`config.mk`:
```
export PLATFORM = sky130hd
export DESIGN_NAME = orv64_ma_load_resp_buf
export DESIGN_NICKNAME = d
export VERILOG_FILES = /design/src/rtl/orv64_ma_load_resp_buf_pkg.sv /design/src/rtl/orv64_load_align.sv /design/src/rtl/orv64_ma_load_resp_buf.sv
export SDC_FILE = /design/constraint.sdc
export NUM_CORES = 1
export LEC_CHECK = 0
export BUFFER_PORTS_ARGS = -buffer_cell sky130_fd_sc_hd__buf_2
export CAP_MARGIN = 20
export CORE_ASPECT_RATIO = 0.8
export CORE_MARGIN = 4
export CORE_UTILIZATION = 58
export CTS_BUF_LIST = sky130_fd_sc_hd__clkbuf_8
export CTS_CLUSTER_SIZE = 25
export DETAILED_ROUTE_END_ITERATION = 8
export PLACE_DENSITY = 0.82
export SLEW_MARGIN = 20
export SYNTH_ARGS = -nofsm -noshare
export SYNTH_HDL_FRONTEND = slang
export SYNTH_HIERARCHICAL = 1
export SYNTH_SLANG_ARGS = --single-unit
```
`constraint.sdc`:
```
create_clock -name clk -period 5 [get_ports clk]
set_input_delay 1 -clock clk [delete_from_list [all_inputs] [get_ports clk]]
set_output_delay 1 -clock clk [all_outputs]
set_load 0.05 [all_outputs]
```
`src/rtl/orv64_ma_load_resp_buf_pkg.sv`:
```
// Shared types and constants for the MA-stage load-response buffer.
package orv64_ma_load_resp_buf_pkg;

  localparam int ORV64_LRB_DEPTH_DEFAULT = 2;

  localparam logic [3:0] EXCP_LOAD_ADDR_MISALIGNED = 4'd4;
  localparam logic [3:0] EXCP_LOAD_ACCESS_FAULT    = 4'd5;

  typedef enum logic [1:0] {
    LRB_EMPTY = 2'd0,
    LRB_WAIT  = 2'd1,
    LRB_DONE  = 2'd2
  } orv64_lrb_state_e;

  // Width-independent part of an entry; addr_lo, tag and data live in parametrised arrays.
  typedef struct packed {
    orv64_lrb_state_e state;
    logic [2:0]       size;
    logic             is_signed;
    logic             excp_valid;
    logic [3:0]       excp_cause;
  } orv64_lrb_entry_t;

endpackage

```
`src/rtl/orv64_load_align.sv`:
```
// Combinational load alignment: shift the response word down to the addressed byte, then zero/sign-extend.
module orv64_load_align #(
  parameter  int DATA_W = 64,
  localparam int AW     = $clog2(DATA_W/8)
) (
  input  logic [DATA_W-1:0] rdata,
  input  logic [AW-1:0]     addr_lo,
  input  logic [2:0]        size,
  input  logic              is_signed,
  output logic [DATA_W-1:0] data
);
  logic [DATA_W-1:0] shifted;

  assign shifted = rdata >> {addr_lo, 3'b000};

  always_comb begin
    data = shifted;
    for (int s = 0; s <= AW; s++) begin
      if (size == 3'(s)) begin
        for (int i = (8 << s); i < DATA_W; i++) data[i] = is_signed & shifted[(8 << s) - 1];
      end
    end
  end
endmodule

```
`src/rtl/orv64_ma_load_resp_buf.sv`:
```
// In-order load-response buffer between the L1D$ response port and WB.
// Define ORV64_MA_RESP_PARITY_EN to add per-byte even-parity checking of D$ responses.
module orv64_ma_load_resp_buf
  import orv64_ma_load_resp_buf_pkg::*;
#(
  parameter  int DATA_W = 64,
  parameter  int DEPTH  = ORV64_LRB_DEPTH_DEFAULT,
  parameter  int TAG_W  = 5,
  localparam int AW     = $clog2(DATA_W/8)
) (
  input  logic              clk,
  input  logic              rst,
  input  logic              req_valid,
  output logic              req_ready,
  input  logic [AW-1:0]     req_addr_lo,
  input  logic [2:0]        req_size,
  input  logic              req_signed,
  input  logic [TAG_W-1:0]  req_tag,
  output logic              dc_req_valid,
  input  logic              dc_resp_valid,
  input  logic [DATA_W-1:0] dc_resp_rdata,
  input  logic              dc_resp_excp_valid,
  input  logic [3:0]        dc_resp_excp_cause,
`ifdef ORV64_MA_RESP_PARITY_EN
  input  logic [DATA_W/8-1:0] dc_resp_par,
`endif
  input  logic              flush,
  output logic              wb_valid,
  input  logic              wb_ready,
  output logic [DATA_W-1:0] wb_data,
  output logic [TAG_W-1:0]  wb_tag,
  output logic              wb_excp_valid,
  output logic [3:0]        wb_excp_cause
);
  localparam int PW = (DEPTH > 1) ? $clog2(DEPTH) : 1;
  localparam int CW = $clog2(DEPTH + 1);
  localparam int DW = CW + 3;

  orv64_lrb_entry_t [DEPTH-1:0]             ent_q;
  logic [DEPTH-1:0][AW-1:0]                 addr_q;
  logic [DEPTH-1:0][TAG_W-1:0]              tag_q;
  logic [DEPTH-1:0][DATA_W-1:0]             data_q;
  logic [PW-1:0] wr_ptr, rd_ptr, wt_idx;
  logic [CW-1:0] count, n_wait;
  logic [DW-1:0] drop_q, drop_d;
  logic          wt_found, full, misaligned, req_fire, wb_fire, resp_live, complete, par_err;
  logic [DATA_W-1:0] aligned;

  function automatic logic [PW-1:0] ptr_inc(input logic [PW-1:0] p);
    return (p == PW'(DEPTH - 1)) ? '0 : p + 1'b1;
  endfunction

  assign full       = (count == CW'(DEPTH));
  assign misaligned = |(req_addr_lo & AW'((32'd1 << req_size) - 32'd1));
  assign req_ready  = ~full & ~flush;
  assign req_fire   = req_valid & req_ready;
  assign dc_req_valid = req_fire & ~misaligned;
  assign wb_valid   = (ent_q[rd_ptr].state == LRB_DONE);
  assign wb_fire    = wb_valid & wb_ready & ~flush;
  assign wb_data    = data_q[rd_ptr];
  assign wb_tag     = tag_q[rd_ptr];
  assign wb_excp_valid = ent_q[rd_ptr].excp_valid;
  assign wb_excp_cause = ent_q[rd_ptr].excp_cause;

  // Oldest WAIT entry in age order from the read pointer; misaligned DONE entries are skipped.
  always_comb begin
    wt_idx   = rd_ptr;
    wt_found = 1'b0;
    n_wait   = '0;
    for (int k = 0; k < DEPTH; k++) begin
      logic [PW:0]   sum;
      logic [PW-1:0] idx;
      sum = {1'b0, rd_ptr} + (PW+1)'(k);
      idx = (sum >= (PW+1)'(DEPTH)) ? PW'(sum - (PW+1)'(DEPTH)) : PW'(sum);
      if (ent_q[idx].state == LRB_WAIT) begin
        n_wait = n_wait + 1'b1;
        if (!wt_found) begin
          wt_found = 1'b1;
          wt_idx   = idx;
        end
      end
    end
  end

`ifdef ORV64_MA_RESP_PARITY_EN
  always_comb begin
    par_err = 1'b0;
    for (int b = 0; b < DATA_W/8; b++) par_err = par_err | (^{dc_resp_rdata[8*b +: 8], dc_resp_par[b]});
  end
`else
  assign par_err = 1'b0;
`endif

  assign resp_live = dc_resp_valid & (drop_q == '0) & ~flush;
  assign complete  = resp_live & wt_found;

  // Responses already in flight at a flush belong to killed entries and must be swallowed.
  always_comb begin
    drop_d = drop_q;
    if (flush) begin
      if (!(dc_resp_valid && drop_q == '0 && n_wait == '0))
        drop_d = drop_q + DW'(n_wait) - DW'(dc_resp_valid);
    end else if (dc_resp_valid && drop_q != '0) begin
      drop_d = drop_q - 1'b1;
    end
  end

  orv64_load_align #(.DATA_W(DATA_W)) u_align (
    .rdata     (dc_resp_rdata),
    .addr_lo   (addr_q[wt_idx]),
    .size      (ent_q[wt_idx].size),
    .is_signed (ent_q[wt_idx].is_signed),
    .data      (aligned)
  );

  always_ff @(posedge clk) begin
    if (rst) begin
      ent_q  <= '0;
      wr_ptr <= '0;
      rd_ptr <= '0;
      count  <= '0;
      drop_q <= '0;
    end else begin
      drop_q <= drop_d;
      if (flush) begin
        for (int i = 0; i < DEPTH; i++) ent_q[i].state <= LRB_EMPTY;
        wr_ptr <= '0;
        rd_ptr <= '0;
        count  <= '0;
      end else begin
        if (req_fire) begin
          ent_q[wr_ptr] <= '{state:      misaligned ? LRB_DONE : LRB_WAIT,
                             size:       req_size,
                             is_signed:  req_signed,
                             excp_valid: misaligned,
                             excp_cause: misaligned ? EXCP_LOAD_ADDR_MISALIGNED : 4'd0};
          wr_ptr <= ptr_inc(wr_ptr);
        end
        if (complete) begin
          ent_q[wt_idx].state      <= LRB_DONE;
          ent_q[wt_idx].excp_valid <= dc_resp_excp_valid | par_err;
          ent_q[wt_idx].excp_cause <= dc_resp_excp_valid ? dc_resp_excp_cause :
                                      par_err            ? EXCP_LOAD_ACCESS_FAULT : 4'd0;
        end
        if (wb_fire) begin
          ent_q[rd_ptr].state <= LRB_EMPTY;
          rd_ptr <= ptr_inc(rd_ptr);
        end
        count <= count + CW'(req_fire) - CW'(wb_fire);
      end
    end
  end

  always_ff @(posedge clk) begin
    if (req_fire && !flush) begin
      addr_q[wr_ptr] <= req_addr_lo;
      tag_q[wr_ptr]  <= req_tag;
    end
    if (complete) data_q[wt_idx] <= aligned;
  end

`ifndef SYNTHESIS
  logic [DW:0] drop_sum;
  assign drop_sum = {1'b0, drop_q} + (DW+1)'(n_wait);

  a_resp_unexpected: assert property (@(posedge clk) disable iff (rst)
    dc_resp_valid |-> (drop_q != '0) || (n_wait != '0));
  a_size_range: assert property (@(posedge clk) disable iff (rst)
    req_valid |-> (req_size <= 3'(AW)));
  a_drop_ovf: assert property (@(posedge clk) disable iff (rst)
    flush |-> !drop_sum[DW]);
`endif
endmodule

```
======== Word-level counts from Yosys, hierarchy flattened ========
Cells that the tools add are included.
word-level totals
  output and inout bits ................... 77
  word-level logic and storage cells ...... 147
  input bits .............................. 87
  flip-flop bits (word level) ............. 175
operators by class
  bitwise gates (word level) .............. 15
  shift operators ......................... 2
  order comparisons ....................... 10
  reductions and logical operators ........ 16
  $add $sub $neg .......................... 12
  mux-type cells .......................... 65
  equal/unequal tests ..................... 7
operator list
  kind                                                                  number
  64-bit two-way mux                                                    3
  22-bit two-way mux                                                    7
  128-bit bitwise mux                                                   1
  22-bit bitwise mux                                                    5
  11-bit two-way mux                                                    9
  64-bit demux with 1-bit select                                        1
  64-bit by 6-bit right shift with 64-bit output                        1
  56-bit two-way mux                                                    1
  11-bit demux with 1-bit select                                        5
  48-bit two-way mux                                                    1
  5-bit two-way mux                                                     7
  32-bit two-way mux                                                    1
  9-bit two-way mux                                                     2
  3-bit two-way mux                                                     4
  1-bit bitwise AND                                                     11
  10-bit bitwise mux                                                    1
  1-bit by 2-bit < comparator with 1-bit output, second input constant  5
  1-bit two-way mux                                                     10
  4-bit two-way mux                                                     2
  1-bit logical AND                                                     7
  6-bit bitwise mux                                                     1
  5-bit by 2-bit adder with 5-bit output                                1
  5-bit demux with 1-bit select                                         1
  5-bit zero test                                                       1
  30 further kinds                                                      39

======== Depth between registers and ports, before layout ========
Gate-level depths: netlist of the first run.
  word-level depth ........................ 20
  mapped depth ............................ 15
  depth with buffers taken out ............ 14

======== Cells and area by module ========
The synthesis of the first run kept the hierarchy.
modules (own cells, without submodules)
  module                  sequential area each (µm²)  cells an instance  times used  area an instance (µm²)
  orv64_ma_load_resp_buf  4944.7                      457                1           7101.8
  orv64_load_align        0.0                         353                1           2235.9

======== Worst setup path before layout of the first run ========
OpenSTA, ideal clock, no wires.
  path kind ............................... input to output
  start point ............................. in req_size[2]
  end point ............................... out dc_req_valid
  slack ................................... 1.120 ns
  required time ........................... 4.000 ns
  data arrival time ....................... 2.880 ns
  cell stages on the path ................. 4
  path through ............................ or3b_2 ha_1 o22ai_1 nor3_1
between the ends
  cells in the longest elaborated chain, start to end .. 6
ends and longest elaborated chain
  what                                         line                          source
  start: declaration                           orv64_ma_load_resp_buf.sv:16  input logic [2:0] req_size,
  1-bit by 3-bit << shifter with 3-bit output  orv64_ma_load_resp_buf.sv:54  assign misaligned = |(req_addr_lo & AW'((32'd1 << req_size) - 32'd1));
  3-bit by 1-bit subtractor with 3-bit output  orv64_ma_load_resp_buf.sv:54
  3-bit bitwise AND                            orv64_ma_load_resp_buf.sv:54
  3-bit OR reduction                           orv64_ma_load_resp_buf.sv:54
  1-bit NOT                                    orv64_ma_load_resp_buf.sv:57  assign dc_req_valid = req_fire & ~misaligned;
  1-bit bitwise AND                            orv64_ma_load_resp_buf.sv:57
  end: declaration                             orv64_ma_load_resp_buf.sv:19  output logic dc_req_valid,
No other way between the ends.

======== Worst setup path after layout of the first run ========
  start point ............................. reg rd_ptr
  end point ............................... reg drop_q[4]
between the ends
  cells in the longest elaborated chain, start to end .. 12
ends and longest elaborated chain
  what                                                                                       line                                                          source
  start: declaration                                                                         orv64_ma_load_resp_buf.sv:43                                  logic [PW-1:0] wr_ptr, rd_ptr, wt_idx;
  start signal: assignment                                                                   orv64_ma_load_resp_buf.sv:147                                 rd_ptr <= ptr_inc(rd_ptr);
  1-bit by 2-bit >= comparator with 1-bit output / 1-bit subtractor (equally long branches)  orv64_ma_load_resp_buf.sv:74                                  idx = (sum >= (PW+1)'(DEPTH)) ? PW'(sum - (PW+1)'(DEPTH)) : PW'(sum);
  1-bit two-way mux                                                                          orv64_ma_load_resp_buf.sv:74
  11-bit two-way mux (implied by the code) (2 in a row)                                      orv64_ma_load_resp_buf.sv:75                                  if (ent_q[idx].state == LRB_WAIT) begin
  2-bit by 1-bit == test with 1-bit output                                                   orv64_ma_load_resp_buf.sv:75
  1-bit two-way mux                                                                          orv64_ma_load_resp_buf.sv:75
  2-bit by 1-bit adder with 2-bit output                                                     orv64_ma_load_resp_buf.sv:76                                  n_wait = n_wait + 1'b1;
  2-bit two-way mux (*)                                                                      orv64_ma_load_resp_buf.sv:75
  5-bit by 2-bit adder with 5-bit output / 2-bit zero test (equally long branches)           orv64_ma_load_resp_buf.sv:102, orv64_ma_load_resp_buf.sv:101
  5-bit by 1-bit subtractor with 5-bit output / 1-bit logical AND (equally long branches)    orv64_ma_load_resp_buf.sv:102, orv64_ma_load_resp_buf.sv:101
  5-bit two-way mux / 2-bit inequality test (equally long branches)                          --
  5-bit two-way mux / 2-bit AND reduction (equally long branches)                            --
  end signal: assignment                                                                     orv64_ma_load_resp_buf.sv:124                                 drop_q <= drop_d;
  end: declaration                                                                           orv64_ma_load_resp_buf.sv:45                                  logic [DW-1:0] drop_q, drop_d;
Mark *: on every way between the ends. The rest lies on a longest branch, timed or not. The select of a mux whose other input is x is not followed.
A chain may end at the register's enable or synchronous reset.

==> results of run 1 <==
## layout make-up
type | count | share of cell area
diodes | 1 | 0.000235
clock buffers | 17 | 0.0220
clock inverters | 15 | 0.0115
inverters | 30 | 0.0107
multi-input cells | 557 | 0.380
flip-flops and latches | 175 | 0.465
well taps | 215 | 0.0253
repair buffers | 174 | 0.0855
## stage by stage
step | hold slack, ns | instances | utilization | cell area (µm²)
2_1_floorplan | 0.433 | 810 | - | 9340
3_3_place_gp | 0.444 | 1151 | 0.651 | 10300
3_5_place_dp | 0.454 | 1151 | 0.651 | 10300
4_1_cts | 0.467 | 1183 | 0.674 | 10600
5_1_grt | 0.486 | 1184 | 0.674 | 10600
6_report | 0.468 | 1184 | 0.674 | 10600
## worst register-to-register path, stage by stage, from the launching register on
cell,delay (ns)
sky130_fd_sc_hd__dfxtp_4,0.58
sky130_fd_sc_hd__buf_4,0.70
sky130_fd_sc_hd__inv_1,0.23
sky130_fd_sc_hd__a21boi_0,0.35
sky130_fd_sc_hd__inv_1,0.08
sky130_fd_sc_hd__ha_1,0.28
sky130_fd_sc_hd__ha_1,0.23
sky130_fd_sc_hd__fa_1,0.47
sky130_fd_sc_hd__a21oi_1,0.17
sky130_fd_sc_hd__nor2_1,0.06
sky130_fd_sc_hd__or3_1,0.30
sky130_fd_sc_hd__a311oi_1,0.28
sky130_fd_sc_hd__mux2_2,0.36
## cells by family after synthesis
| family | count (synthesis) | share of synthesized area |
|---|---|---|
| XOR/XNOR | 6 | 0.00563 |
| buffers and inverters | 78 | 0.0374 |
| AND/OR/NAND/NOR | 214 | 0.112 |
| multiplexers | 148 | 0.173 |
| AO/OA/AOI/OAI | 171 | 0.118 |
| flip-flops | 175 | 0.530 |
| adder cells (fa/ha/maj) | 18 | 0.0251 |
## Yosys cell counts, drive strengths merged, types with 10 or more instances
cell / number
nor2b: 10
clkbuf: 27
a21oi: 45
o21ai: 72
nor2: 44
ha: 16
buf: 21
nor3: 10
dfxtp: 31
inv: 28
edfxtp: 144
mux2: 96
mux2i: 51
nand2: 104
a211oi: 16
nand3: 11
## where the power goes
group          internal, µW  switching [µW]
combinational           207             343
clock                   389             506
sequential             1610            22.8
## per-layer routing
metal,global-route usage,vias to the layer above
met4,0.0834,0
li1,-,3268
met2,0.383,346
met1,0.390,3361
met3,0.0571,48
met5,0,-
## sequential cells by signal, indices dropped and copies added (netlist names)
name,cells
tag_q,10
rd_ptr,1
data_q,128
addr_q,6
wr_ptr,1
count,2
ent_q,22
drop_q,5
## worst max path at each step
stage / endpoint / depth (start not counted)
after global routing: drop_q[4] / 12
after global placement: drop_q[4] / 12
final: drop_q[4] / 12
after CTS: drop_q[4] / 12
after floorplan: dc_req_valid / 4
after detailed placement: drop_q[4] / 12
==> impl_table.tex, run 1 <==
\begin{tabular}{lr}
\hline
Metric & Value \\
\hline
\multicolumn{2}{l}{\textbf{Setup path}} \\
\quad CP required & 5.36 ns \\
\quad Worst reg2reg path depth & 12 \\
\quad Launch instance of the worst register-to-register path & rd\_ptr \\
\quad Worst reg2reg path endpoint & drop\_q[4] \\
\quad Maximum fanout along the worst path & 60 \\
\quad Biggest cell delay along the critical path & 0.70 ns \\
\quad Cell with the largest stage delay on the worst path & sky130\_fd\_sc\_hd\_\_buf\_4 \\
\quad Critical path, cell by cell & buf\_4 -> inv\_1 -> a21boi\_0 -> inv\_1 -> ha\_1 -> ha\_1 -> fa\_1 -> a21oi\_1 -> nor2\_1 -> or3\_1 -> a311oi\_1 -> mux2\_2 \\
\quad Critical path data arrival time & 4.57 ns \\
\quad WS Path Type & reg -> reg \\
\quad Worst path top cell family by delay & adder cells \\
\quad Launching element of the worst setup path & rd\_ptr \\
\quad Register-to-Register Setup Slack & 0.80 ns \\
\quad Worst setup SP type & flop \\
\quad Element type at the critical path end & flop \\
\quad Crit path buffers/inverters & 3 \\
\multicolumn{2}{l}{\textbf{Timing}} \\
\quad Final count of negative-setup-slack endpoints & 0 \\
\quad Worst slew pin tran & 1.27 ns \\
\quad Final total negative setup slack & 0 ns \\
\quad Worst clock skew & 0.0127 ns \\
\quad Portion of the clock cycle consumed by the worst path in the final layout & 0.840 \\
\quad Fmax & 0.238 GHz \\
\quad Rel. slew slack & 0.147 \\
\quad Final hold viol count & 0 \\
\quad Slew Limit Fails & 0 \\
\quad RSZ-0062 raised after global routing & false \\
\quad Final critical-path setup slack & 0.799 ns \\
\quad Clock period minus worst slack & 4.20 ns \\
\multicolumn{2}{l}{\textbf{Run status}} \\
\quad Outcome & finished clean \\
\multicolumn{2}{l}{\textbf{Yosys}} \\
\quad Synthesized cell area & 9340 µm² \\
\quad Distinct cell type count of the synthesized netlist & 73 \\
\quad Post-Syn Instances & 810 \\
\quad Sequential fraction of the synthesis area & 0.530 \\
\quad Dominant cell type by area after synthesis & sky130\_fd\_sc\_hd\_\_edfxtp\_1 \\
\quad Leading post-synthesis cells by cell area & sky130\_fd\_sc\_hd\_\_edfxtp\_1 (46\%), sky130\_fd\_sc\_hd\_\_mux2\_2 (11\%), sky130\_fd\_sc\_hd\_\_dfxtp\_1 (6.6\%) \\
\quad Synthesized flop and latch total & 175 \\
\quad Mean post-synth cell area & 11.5 µm² \\
\quad Most instantiated flip-flop cell in the synthesis netlist & sky130\_fd\_sc\_hd\_\_edfxtp\_1 \\
\quad Synthesized Nets & 914 \\
\quad Number of synthesized flops with an enable pin & 144 \\
\quad Area share of the leading cell type in the synthesized netlist & 0.463 \\
\quad Post-synth ARST share & 0 \\
\quad Syn. warnings & 6 \\
\multicolumn{2}{l}{\textbf{Min path}} \\
\quad HP Class & reg -> reg \\
\quad Hold\_sp & ent\_q[19] \\
\quad Number of cells on the worst hold path & 2 \\
\quad Worst Hold End & ent\_q[19] \\
\multicolumn{2}{l}{\textbf{Drt}} \\
\quad DR WL/cell & 20.0 µm \\
\quad Routed length on met2 & 10,500 µm \\
\quad Total detailed-routing wirelength & 23,600 µm \\
\quad Average via count per standard cell & 5.93 \\
\quad Total routed wire length on the met1 layer & 10,300 µm \\
\quad Detailed-routing iteration count for the pre-antenna-repair pass & 6 \\
\quad Uppermost routed layer & met4 \\
\quad DRC marker count from the first detailed-route iteration & 901 \\
\quad Via Count & 7,023 \\
\quad Remaining design rule violation count & 0 \\
\quad Detail Route met3 WL & 2340 µm \\
\quad Final ANT Viol Nets & 0 \\
\multicolumn{2}{l}{\textbf{Floorplan}} \\
\quad Horizontal extent of the die & 150 µm \\
\quad Floorplan die area & 18,200 µm² \\
\quad Cell Rows & 41 \\
\quad Core outline area & 15,800 µm² \\
\quad DIE HEIGHT & 121 µm \\
\quad Starting density of the core & 0.591 \\
\quad Top-level port count & 164 \\
\multicolumn{2}{l}{\textbf{Flow run}} \\
\quad Max-capacitance violation count & 0 \\
\multicolumn{2}{l}{\textbf{GRT}} \\
\quad Via count of the first global-routing pass & 6,604 \\
\quad Total GRT Usage & 0.262 \\
\quad Largest net degree at the start of global routing & 74 \\
\quad Global-route wire length before repair & 36,100 µm \\
\quad Remaining global-route overflow & 0 \\
\quad Initial antenna violation count & 1 \\
\multicolumn{2}{l}{\textbf{Layout}} \\
\quad Commonest cells after routing, fill and taps aside & sky130\_fd\_sc\_hd\_\_buf\_2 (163), sky130\_fd\_sc\_hd\_\_edfxtp\_1 (144), sky130\_fd\_sc\_hd\_\_mux2\_2 (94) \\
\quad Growth of design area from synthesis to finish & 14.0\% \\
\quad Most common library cell in the layout ignoring fill and taps & sky130\_fd\_sc\_hd\_\_buf\_2 \\
\quad Area of combinational cells with multiple inputs & 4050 µm² \\
\quad Nets & 1,059 \\
\quad Layout filler cell count & 1,241 \\
\quad Share of final-layout standard cells stronger than drive strength 1 & 0.352 \\
\quad Sequential cell area in the final layout & 4950 µm² \\
\multicolumn{2}{l}{\textbf{CTS}} \\
\quad Max clock buf depth & 2 \\
\quad Number of post-CTS setup repair buffers & 0 \\
\quad CTS tree & done \\
\quad Root Buffer Master & sky130\_fd\_sc\_hd\_\_clkbuf\_8 \\
\quad Number of clock sinks & 175 \\
\quad Clock transition at the registers of the reported paths & 0.09 ns \\
\quad Resize count post-CTS & 0 \\
\quad TritonCTS buffer count & 17 \\
\quad Depth of the CTS H-tree & 4 \\
\quad Worst-skew pair later-pin latency & 0.47 ns \\
\quad Number of hold buffers added after CTS & 0 \\
\multicolumn{2}{l}{\textbf{Pwr}} \\
\quad VDD IR max & 0.000169 V \\
\quad Leak & 0.00420 µW \\
\quad Power consumption & 3070 µW \\
\quad Power density normalized to cell area & 289 nW/µm² \\
\multicolumn{2}{l}{\textbf{Placed design}} \\
\quad Final estimated routing congestion in global placement & 0.909 \\
\quad \# port buffers & 163 \\
\quad Worst Setup Slack post-DPL & 0.858 ns \\
\quad Placed wire-length estimate & 16,800 µm \\
\hline
\end{tabular}
Note: power is estimated with default switching activity, not from simulation.
==> run 2, diff against run 1 <==
==> constraint.sdc (replaced) <==
create_clock -name clk -period 4.3 [get_ports clk]
set_input_delay 0.86 -clock clk [delete_from_list [all_inputs] [get_ports clk]]
set_output_delay 0.86 -clock clk [all_outputs]
set_load 0.05 [all_outputs]
==> impl_table.tex, run 2 (synthesized netlist as in run 1, its figures left out) <==
\begin{tabular}{lr}
\hline
Metric & Value \\
\hline
\multicolumn{2}{l}{\textbf{Setup path}} \\
\quad Element type at the critical path end & flop \\
\quad Worst setup SP type & flop \\
\quad Crit path buffers/inverters & 2 \\
\quad Worst path top cell family by delay & buffers and inverters \\
\quad Critical path data arrival time & 3.77 ns \\
\quad WS Path Type & reg -> reg \\
\quad Maximum fanout along the worst path & 43 \\
\quad Top cell by count, worst path & sky130\_fd\_sc\_hd\_\_buf\_4 \\
\quad Cell with the largest stage delay on the worst path & sky130\_fd\_sc\_hd\_\_dfxtp\_4 \\
\quad Biggest cell delay along the critical path & 0.49 ns \\
\quad CP required & 4.48 ns \\
\quad Critical path, cell by cell & maj3\_4 -> mux2\_2 -> buf\_4 -> nand2b\_1 -> nor2b\_1 -> o311a\_4 -> a311oi\_4 -> buf\_4 -> o21ai\_1 \\
\quad Register-to-Register Setup Slack & 0.71 ns \\
\multicolumn{2}{l}{\textbf{Floorplan}} \\
\quad Top-level port count & 164 \\
\quad Core outline area & 15,800 µm² \\
\quad Cell Rows & 41 \\
\quad Horizontal extent of the die & 150 µm \\
\quad DIE HEIGHT & 121 µm \\
\quad Floorplan die area & 18,200 µm² \\
\quad Starting density of the core & 0.591 \\
\multicolumn{2}{l}{\textbf{Layout}} \\
\quad Nets & 1,064 \\
\quad Registers with the most flip-flops & data\_q: 128 flops, ent\_q: 22 flops, tag\_q: 10 flops \\
\quad Most common library cell in the layout ignoring fill and taps & sky130\_fd\_sc\_hd\_\_buf\_2 \\
\quad Total inserted antenna cells & 0 \\
\quad Share of final-layout standard cells stronger than drive strength 1 & 0.358 \\
\quad Final std cells w/o fill & 1,188 \\
\quad Max FFs per register & 128 \\
\quad Growth of design area from synthesis to finish & 14.4\% \\
\quad Commonest cells after routing, fill and taps aside & sky130\_fd\_sc\_hd\_\_buf\_2 (163), sky130\_fd\_sc\_hd\_\_edfxtp\_1 (144), sky130\_fd\_sc\_hd\_\_mux2\_2 (94) \\
\quad Area of all placed cells without fillers & 10,700 µm² \\
\quad Biggest register & data\_q \\
\multicolumn{2}{l}{\textbf{Timing}} \\
\quad Final hold viol count & 0 \\
\quad Final total negative setup slack & 0 ns \\
\quad Final critical-path setup slack & 0.710 ns \\
\quad Final count of negative-setup-slack endpoints & 0 \\
\quad Portion of the clock cycle consumed by the worst path in the final layout & 0.835 \\
\quad Hold slack & 0.475 ns \\
\quad Worst slew pin tran & 0.932 ns \\
\quad Worst clock skew & 0.00968 ns \\
\quad Rel. slew slack & 0.376 \\
\quad Fmax & 0.279 GHz \\
\quad RSZ-0062 raised after global routing & false \\
\quad Slew Limit Fails & 0 \\
\quad Clock period minus worst slack & 3.59 ns \\
\multicolumn{2}{l}{\textbf{CTS}} \\
\quad Root Buffer Master & sky130\_fd\_sc\_hd\_\_clkbuf\_8 \\
\quad CTS tree & done \\
\quad TritonCTS buffer count & 17 \\
\quad Number of hold buffers added after CTS & 0 \\
\quad Depth of the CTS H-tree & 4 \\
\quad Clock transition at the registers of the reported paths & 0.09 ns \\
\quad Number of post-CTS setup repair buffers & 0 \\
\quad Max clock buf depth & 2 \\
\quad Worst-skew pair later-pin latency & 0.46 ns \\
\quad Resize count post-CTS & 0 \\
\quad Number of clock sinks & 175 \\
\multicolumn{2}{l}{\textbf{Drt}} \\
\quad Total detailed-routing wirelength & 23,500 µm \\
\quad Detailed-routing iteration count for the pre-antenna-repair pass & 5 \\
\quad Remaining design rule violation count & 0 \\
\quad Via Count & 7,061 \\
\quad Average via count per standard cell & 5.94 \\
\quad DR WL/cell & 19.8 µm \\
\quad DRC marker count from the first detailed-route iteration & 813 \\
\quad Final ANT Viol Nets & 0 \\
\multicolumn{2}{l}{\textbf{Placed design}} \\
\quad \# port buffers & 163 \\
\quad Placed wire-length estimate & 16,900 µm \\
\quad Final estimated routing congestion in global placement & 0.912 \\
\quad Post-detailed-placement cell area & 10,300 µm² \\
\quad Worst Setup Slack post-DPL & 0.763 ns \\
\quad DP Cell Count & 1,156 \\
\multicolumn{2}{l}{\textbf{Pwr}} \\
\quad Seq pwr share & 0.533 \\
\quad VDD IR max & 0.000227 V \\
\quad Combinational Power Share & 0.177 \\
\quad Power density normalized to cell area & 333 nW/µm² \\
\quad Part of the power in the clock network & 0.291 \\
\quad Leak & 0.00421 µW \\
\quad Fraction of power spent switching nets & 0.288 \\
\quad Internal power contribution & 2530 µW \\
\quad Net Switching & 1020 µW \\
\multicolumn{2}{l}{\textbf{GRT}} \\
\quad Total GRT Usage & 0.259 \\
\quad Initial antenna violation count & 1 \\
\quad Via count of the first global-routing pass & 6,604 \\
\quad Global-route wire length before repair & 35,700 µm \\
\quad Largest net degree at the start of global routing & 72 \\
\quad Remaining global-route overflow & 0 \\
\multicolumn{2}{l}{\textbf{Run status}} \\
\quad Outcome & finished clean \\
\multicolumn{2}{l}{\textbf{Min path}} \\
\quad HP Class & reg -> reg \\
\multicolumn{2}{l}{\textbf{Flow run}} \\
\quad Max-capacitance violation count & 0 \\
\hline
\end{tabular}
-- run 2: cell count changes in the layout (fill, tap and decap cells not counted), sizes merged --
cell	delta
buf	+5
bufinv	-1
clkbuf	+1
clkinv	-4
clkinvlp	+2
diode	-1
inv	+2
-- run 2: area by class of cell --
class                           instances  area [µm²]
Inverter                               30         114
Clock inverter                         14         109
Timing Repair Buffer                  179         948
Multi-Input combinational cell        557        4050
Tap cell                              215         269
Fill cell                            1221        5120
Sequential cell                       175        4950
Clock buffer                           18         248
-- run 2: worst min-delay path, delay by kind of cell, from the launching register on --
family | cells | cell delay (ns)
compound gates | 1 | 0.06
flops | 1 | 0.32
simple gates | 1 | 0.05
-- run 2: power groups by stage --
stage | Combinational (µW) | Sequential [µW] | Clock (µW)
floorplan | 444 | 1920 | 0
global placement | 603 | 1930 | 0
detailed placement | 616 | 1930 | 0
CTS | 619 | 1890 | 1060
global route | 690 | 1900 | 1130
finish | 628 | 1890 | 1030
-- run 2: path summary, 6_finish.rpt --
kind / startpoint / depth (start not counted) / endpoint
setup / recovery: rd_ptr / 9 / data_q[98]
hold / removal: ent_q[0] / 2 / ent_q[0]
setup reg to reg: rd_ptr / 9 / data_q[98]
hold reg to reg: ent_q[0] / 2 / ent_q[0]
-- run 2: routing by layer --
layer  wire length [µm]  share of wire  GRT usage  vias to the layer above
met2              10500           0.45      0.376                      335
met4                496          0.021     0.0789                        2
li1                   -              -          -                     3283
met3               2280          0.097     0.0691                       47
met1              10200           0.43      0.383                     3394
met5                 12        0.00051          0                        -
-- run 2: metrics by stage --
step	power, µW	utilization
global placement	2530	0.654
detailed placement	2550	0.654
floorplan	2370	-
global route	3720	0.676
CTS	3570	0.676
finish	3560	0.676
